## config.mk

```make
export PLATFORM = sky130hd
export DESIGN_NAME = led_uart_counter_gen
export DESIGN_NICKNAME = d
export VERILOG_FILES = /design/src/rtl/led_uart_counter_gen.sv
export SDC_FILE = /design/constraint.sdc
export NUM_CORES = 1
export LEC_CHECK = 0
export ABC_AREA = 1
export CORE_MARGIN = 10
export CORE_UTILIZATION = 61
export CTS_CLUSTER_SIZE = 25
export DETAILED_ROUTE_END_ITERATION = 6
export PLACE_DENSITY = 0.87
export SLEW_MARGIN = 20
export SYNTH_ARGS = -nofsm -noshare
export SYNTH_HDL_FRONTEND = slang
export SYNTH_SLANG_ARGS = --single-unit
export TNS_END_PERCENT = 30
```

## constraint.sdc

```tcl
create_clock -name clk -period 2.01 [get_ports clk]
set_clock_uncertainty 0.05 [all_clocks]
set_input_delay 0.3015 -clock clk [delete_from_list [all_inputs] [get_ports clk]]
set_output_delay 0.3015 -clock clk [all_outputs]
set_load 0.05 [all_outputs]
```

## src/rtl/led_uart_counter_gen.sv

```systemverilog
// Free-running up/down LED counter whose every step is also sent as an 8N1-style
// UART frame (optional parity, 1 or 2 stop bits) through a one-deep holding register.
module led_uart_counter_gen #(
  parameter int CNT_WIDTH  = 4,
  parameter int TICK_DIV   = 12_000_000,
  parameter int BAUD_DIV   = 104,
  parameter int PARITY_EN  = 0,
  parameter int PARITY_ODD = 0,
  parameter int STOP_BITS  = 1
) (
  input  logic                 clk,
  input  logic                 reset,
  input  logic                 en,
  input  logic                 up_down,
  output logic [CNT_WIDTH-1:0] led,
  output logic                 tx,
  output logic                 busy,
  output logic                 overrun
);

  localparam int PW       = (TICK_DIV > 1) ? $clog2(TICK_DIV) : 1;
  localparam int STOP_LEN = STOP_BITS * BAUD_DIV;
  localparam int BW       = (STOP_LEN > 2) ? $clog2(STOP_LEN) : 1;

  localparam logic [PW-1:0] PRESC_LAST = PW'(TICK_DIV - 1);
  localparam logic [BW-1:0] BAUD_LAST  = BW'(BAUD_DIV - 1);
  localparam logic [BW-1:0] STOP_LAST  = BW'(STOP_LEN - 1);
  localparam logic          PAR_ODD    = (PARITY_ODD != 0);

  typedef enum logic [2:0] {IDLE, START, DATA, PARITY, STOP} state_t;

  // ---------------------------------------------------------------------------
  // Prescaler and counter
  // ---------------------------------------------------------------------------
  logic [PW-1:0]        presc_q;
  logic                 tick;
  logic [CNT_WIDTH-1:0] cnt_q;
  logic [CNT_WIDTH-1:0] cnt_next;

  assign tick     = en && (presc_q == PRESC_LAST);
  assign cnt_next = up_down ? cnt_q + CNT_WIDTH'(1) : cnt_q - CNT_WIDTH'(1);
  assign led      = cnt_q;

  // NOTE: sequential state is assigned with <= so every flop samples pre-edge values.
  always_ff @(posedge clk or posedge reset) begin
    if (reset) begin
      presc_q <= '0;
    end else if (en) begin
      presc_q <= tick ? '0 : presc_q + PW'(1);
    end
  end

  // ---------------------------------------------------------------------------
  // Holding register: one pending value, newest tick wins
  // ---------------------------------------------------------------------------
  state_t     state_q;
  state_t     state_d;
  logic [7:0] hold_q;
  logic       pend_q;
  logic       overrun_q;
  logic       consume;

  assign consume = (state_q == IDLE) && pend_q;

  always_ff @(posedge clk or posedge reset) begin
    if (reset) begin
      cnt_q     <= '0;
      hold_q    <= '0;
      pend_q    <= 1'b0;
      overrun_q <= 1'b0;
    end else begin
      overrun_q <= 1'b0;
      if (tick) begin
        cnt_q  <= cnt_next;
        hold_q <= 8'(cnt_next);
        pend_q <= 1'b1;
        // Overwriting a value the transmitter is taking this same edge is not a loss.
        overrun_q <= pend_q && !consume;
      end else if (consume) begin
        pend_q <= 1'b0;
      end
    end
  end

  // ---------------------------------------------------------------------------
  // Transmit FSM; tx and busy are computed one cycle ahead and registered
  // ---------------------------------------------------------------------------
  logic [BW-1:0] baud_q, baud_d;
  logic [2:0]    bit_q, bit_d;
  logic [7:0]    shift_q, shift_d;
  logic          par_q, par_d;
  logic          tx_q, tx_d;
  logic          busy_q, busy_d;

  // NOTE: every signal gets a default first so no path through the case infers a latch.
  always_comb begin
    state_d = state_q;
    baud_d  = baud_q + BW'(1);
    bit_d   = bit_q;
    shift_d = shift_q;
    par_d   = par_q;
    tx_d    = tx_q;
    busy_d  = busy_q;
    unique case (state_q)
      IDLE: begin
        baud_d = '0;
        if (pend_q) begin
          state_d = START;
          shift_d = hold_q;
          par_d   = (^hold_q) ^ PAR_ODD;
          tx_d    = 1'b0;
          busy_d  = 1'b1;
        end
      end
      START: begin
        if (baud_q == BAUD_LAST) begin
          state_d = DATA;
          baud_d  = '0;
          bit_d   = '0;
          tx_d    = shift_q[0];
        end
      end
      DATA: begin
        if (baud_q == BAUD_LAST) begin
          baud_d = '0;
          if (bit_q == 3'd7) begin
            if (PARITY_EN != 0) begin
              state_d = PARITY;
              tx_d    = par_q;
            end else begin
              state_d = STOP;
              tx_d    = 1'b1;
            end
          end else begin
            // shift_q[0] is the bit now on the line, so shift_q[1] goes next.
            bit_d   = bit_q + 3'd1;
            shift_d = {1'b0, shift_q[7:1]};
            tx_d    = shift_q[1];
          end
        end
      end
      PARITY: begin
        if (baud_q == BAUD_LAST) begin
          state_d = STOP;
          baud_d  = '0;
          tx_d    = 1'b1;
        end
      end
      STOP: begin
        if (baud_q == STOP_LAST) begin
          state_d = IDLE;
          baud_d  = '0;
          busy_d  = 1'b0;
          tx_d    = 1'b1;
        end
      end
      default: begin
        state_d = IDLE;
        baud_d  = '0;
        tx_d    = 1'b1;
        busy_d  = 1'b0;
      end
    endcase
  end

  always_ff @(posedge clk or posedge reset) begin
    if (reset) begin
      state_q <= IDLE;
      baud_q  <= '0;
      bit_q   <= '0;
      shift_q <= '0;
      par_q   <= 1'b0;
      tx_q    <= 1'b1;
      busy_q  <= 1'b0;
    end else begin
      state_q <= state_d;
      baud_q  <= baud_d;
      bit_q   <= bit_d;
      shift_q <= shift_d;
      par_q   <= par_d;
      tx_q    <= tx_d;
      busy_q  <= busy_d;
    end
  end

  assign tx      = tx_q;
  assign busy    = busy_q;
  assign overrun = overrun_q;

endmodule

```

## Word level (Yosys, flattened, before mapping)

Index checks and enable logic that the tools add are counted.

| storage, ports and cells | value |
|---|---|
| flip-flop bits (word level) | 53 |
| input port bits | 4 |
| output and inout bits | 7 |
| logic and storage cells | 77 |

| cells by class | value |
|---|---|
| add/subtract/negate cells | 5 |
| equality and inequality tests | 15 |
| multiplexer cells | 30 |
| bitwise operators | 1 |
| reduce and logical (&&, ||, !) cells | 16 |

Operators by type and width:

| cell | number |
|---|---|
| $add 24x1->24 const B | 1 |
| $eq 24x24->1 const B | 1 |
| $mux 24 | 1 |
| $mux 3 | 8 |
| $mux 8 | 3 |
| $pmux 8 s2 | 1 |
| $pmux 3 s5 | 1 |
| $mux 7 | 2 |
| $ne 2x2->1 const B | 7 |
| $reduce_and 4->1 | 3 |
| $mux 1 | 10 |
| $add 7x1->7 const B | 1 |
| $eq 7x7->1 const B | 1 |
| $eq 3x2->1 const B | 2 |
| $eq 3x3->1 const B | 2 |
| $pmux 3 s2 | 1 |
| $reduce_and 6->1 | 1 |
| $reduce_bool 2->1 | 3 |
| $add 4x1->4 const B | 1 |
| $mux 4 | 1 |
| $pmux 1 s4 | 1 |
| $reduce_or 4->1 | 1 |
| $sub 4x1->4 const B | 1 |
| $add 3x1->3 const B | 1 |
| 10 further kinds | 12 |

## Longest topological paths before layout

Gate-level depths: netlist of run 1.

| logic depth | value |
|---|---|
| word-level depth | 5 |
| gate-level depth with buffers | 9 |

## Least setup slack after synthesis of run 1

OpenSTA, ideal clock, no wires.

| timing | value |
|---|---|
| kind | register to register |
| from | register cnt_q[2], in the netlist led[2] |
| to | register cnt_q[3], in the netlist led[3] |
| arrival | 1.443 ns |
| required time | 1.842 ns |
| slack | 0.399 ns |
| cell stages (with the launch flop) | 8 |
| buffers on the path | 0 |
| clock period less this slack | 1.611 ns |
| path through | dfrtp_1 ha_1 a21oi_1 nand2_1 nand2_1 nand2_1 nand3_1 nand2_1 |

| on the way | value |
|---|---|
| longest elaborated chain between the ends | 2 |

Ends and longest elaborated chain:

| element | line | source |
|---|---|---|
| start, declared | 37 | `logic [CNT_WIDTH-1:0] cnt_q;` |
| start signal, assigned | 74 | `cnt_q <= cnt_next;` |
| $sub 4x1->4 or $add 4x1->4 (tied branches) | 41 | `assign cnt_next = up_down ? cnt_q + CNT_WIDTH'(1) : cnt_q - CNT_WIDTH'(1);` |
| $mux 4 (*) | 41 |  |

Every way passes the cells marked *; elsewhere a longest branch is shown, timed or not.
A chain may end at the register's enable or synchronous reset.

## Final worst setup path of run 1

| timing | value |
|---|---|
| from | register cnt_q[3], in the netlist led[3] |
| to | output port led[3] |

RTL lines:

| element | line | source |
|---|---|---|
| end, declared | 15 | `output logic [CNT_WIDTH-1:0] led,` |

No word-level cell between the ends.

==> metrics.md, run 1 <==
| Metric | Value |
|---|---|
| Hold Violations, Final | `0` |
| Pwr/cell area | `686 nW/um^2` |
| Cell family with most CP delay | `buffers and inverters` |
| Drc violations | `0` |
| Post-DR vias/cell | `5.39` |
| CTS Root Cell | `clkbuf_8` |
| Fin area | `3170 um^2` |
| First-pass GRT wire length | `11300 um` |
| CTS H-tree depth | `2` |
| Most Crowded Layer GR | `met2` |
| Most frequent cells in the layout | `126 x nand2_1, 71 x nor2_1, 48 x dfrtp_1, 41 x inv_1, 31 x nand3_1` |
| Routed wire length | `6240 um` |
| Post-route ant nets | `0` |
| Final HPWL DP | `4760 um` |
| Vias in the first global route | `2626` |
| Tightest Pin Transition | `0.568 ns` |
| FP Rows | `24` |
| Routing usage on met1 | `0.210` |
| Clk sinks | `49` |
| Max-slew violations | `0` |
| Met2 Use GR | `0.299` |
| Yosys reg bits | `49` |
| Die area | `7890 um^2` |
| Cell Chain, Critical Path | `clkdlybuf4s50_1` |
| Ys Warns | `0` |
| Post-CTS Repair Setup Buffers | `0` |
| # setup viols final | `0` |
| Period utilization | `0.963` |
| Drt wl/cell | `13.1 um` |
| Area delta synth->final | `9.70%` |
| GRT Residual Overflow | `0` |
| CP required | `1.66 ns` |
| Initial antenna violation count | `0` |
| CP endpoint kind | `output pin` |
| Core Util, Final | `0.708` |
| Ranking of synthesized cells by area | `dfrtp_1 42%, nand2_1 17%, nor2_1 9.2%` |
| Cell taking the most area after synthesis | `dfrtp_1` |
| WP depth | `1` |
| Reg2Reg Launch Point | `state_q[2]` |
| Post-synth top area share | `0.416` |
| Outcome | `completed` |
| Fill count | `366` |
| Worst path buffer plus inverter count | `1` |
| Synthesized Nets | `416` |
| # nets final | `435` |
| CTS clk-pin slew, worst paths | `0.09 ns` |
| Reg2reg end | `shift_q[1]` |
| Layout cells sized above 1 | `0.0988` |
| CP arrival | `1.58 ns` |
| TritonCTS clock tree | `done` |
| Largest net degree at the start of global routing | `21` |
| Post-DP Area | `3080 um^2` |
| RSZ-0062 raised after global routing | `no` |
| Seq/Total Area, Yosys | `0.425` |
| Port Buf Inserts | `10` |
| Total Routing Usage GR | `0.178` |
| Post-synthesis cell type count | `29` |
| TritonCTS Buffers | `5` |
| Synthesized area | `2890 um^2` |
| CTS max path bufs | `2` |
| Static Leak | `1.70 nW` |
| M3 GR Usage | `0.0395` |
| Critical path's largest stage delay | `0.85 ns` |
| Post-Syn Instances | `405` |
| Syn avg cell area | `7.13 um^2` |
| Tmin final | `1.93 ns` |
| Total of max-cap violations | `0` |
| Area of the multi-input gates | `1440 um^2` |
| Most common cell after layout, fill and taps aside | `nand2_1` |
| Relative slew slack | `0.622` |
| Die height | `88.8 um` |
| Die Width | `88.8 um` |
| Worst-skew pair later-pin latency | `0.30 ns` |
| Initial DRC count | `149` |
| Post-CTS Hold Fix Bufs | `0` |
| Vias | `2570` |
| Slowest cell on the critical path | `clkdlybuf4s50_1` |
| Highest clock rate | `517 MHz` |
| Peak supply drop | `0.000550 V` |
| R2r worst-path depth | `6` |
| Router iterations before antenna repair | `4` |
| Core box area | `4470 um^2` |
| Worst Setup Path Type | `flip-flop to output pin` |
| Worst hold path class | `primary input to async pin` |
| Initial core utilization | `0.646` |
| Startpoint Class | `flip-flop` |
| Ports | `11` |
| Reg area | `1230 um^2` |
| Diode count | `0` |
| Final GP Congestion | `0.939` |
| Worst-path fanout max | `4` |
| Setup slack, reg-to-reg | `0.30 ns` |
==> worst max-delay path by stage <==
| stage | to | start | slack [ns] |
|---|---|---|---|
| 4_1_cts | led[3] | led[3] | 0.06 |
| 2_1_floorplan | led[3] | led[2] | 0.40 |
| 5_1_grt | led[3] | led[3] | 0.02 |
| 6_report | led[3] | led[3] | 0.08 |
| 3_5_place_dp | presc_q[3] | en | -0.02 |
| 3_3_place_gp | presc_q[3] | en | 0.02 |
==> sequential cells by signal, summed over array words and instances (netlist names) <==
| name | count |
|---|---|
| baud_q | 7 |
| bit_q | 3 |
| busy | 1 |
| led | 4 |
| overrun | 1 |
| pend_q | 1 |
| presc_q | 24 |
| shift_q | 4 |
| state_q | 3 |
| tx | 1 |
==> area by class of cell <==
type | count | share of cell area
Clock buffer | 6 | 0.0229
Clock inverter | 2 | 0.00474
Inverter | 54 | 0.0640
Multi-Input combinational cell | 299 | 0.455
Sequential cell | 49 | 0.387
Tap cell | 52 | 0.0205
Timing Repair Buffer | 15 | 0.0458
==> per-stage QoR <==
stage                     instances  setup WS, ns  power [mW]  hold WS [ns]  TNS, ns
after floorplan                 405         0.399        1.50         0.392        0
after global placement          469        0.0193        1.59         0.405        0
after detailed placement        469       -0.0153        1.61         0.418  -0.0153
after CTS                       477        0.0632        2.18         0.195        0
after global routing            477        0.0241        2.32         0.197        0
final                           477        0.0751        2.17         0.182        0
==> layer usage <==
layer | up-vias | share of wire
met2 | 73 | 0.49
met5 | - | 0
met1 | 1178 | 0.43
met3 | 17 | 0.055
met4 | 0 | 0.029
li1 | 1302 | -
==> synthesized netlist by cell type <==
master	instances
nor2_1	71
dfstp_2	1
inv_2	11
and2_1	2
nand2_2	5
buf_2	1
xnor2_1	5
ha_1	6
o21ai_1	4
clkbuf_1	1
nand2_4	1
fa_1	1
nor3_2	1
nor3_4	1
a21oi_1	7
nor2_4	2
or2_0	1
buf_6	1
inv_1	42
nand3_2	2
nor2_2	2
nand3_1	31
nand4_1	17
clkinv_1	1
nor3_1	4
nand3b_1	1
nand2_1	127
xor2_1	8
dfrtp_1	48
==> where the power goes <==
part	leakage, nW	switching (mW)	internal (mW)
registers	0.585	0.102	1.07
clock network	0.0374	0.331	0.246
logic	1.08	0.275	0.148
==> repair_timing <==
action | CTS | global route
endpoints found under the setup margin | 0 | 2
endpoints found under the hold margin | 0 | 0
resized for setup | 0 | 1
==> cells by family after synthesis <==
kind of cell	count (synthesis)	synth area share
simple gates	268	0.407
buf+inv	57	0.0771
flops	49	0.425
xor+xnor	13	0.0394
compound gates	11	0.0191
fa+ha+maj	7	0.0329
Power figures use the tool's default switching activity.
==> run 2: changes to the inputs <==
--- a/config.mk
+++ b/config.mk
@@ -6,10 +6,12 @@
 export NUM_CORES = 1
 export LEC_CHECK = 0
 export ABC_AREA = 1
+export CAP_MARGIN = 20
 export CORE_MARGIN = 10
 export CORE_UTILIZATION = 61
 export CTS_CLUSTER_SIZE = 25
 export DETAILED_ROUTE_END_ITERATION = 6
+export HOLD_SLACK_MARGIN = 0.03
 export PLACE_DENSITY = 0.87
 export SLEW_MARGIN = 20
 export SYNTH_ARGS = -nofsm -noshare
==> results of run 2 <==
The final DEF is identical to that of run 1; final timing and power are the same.
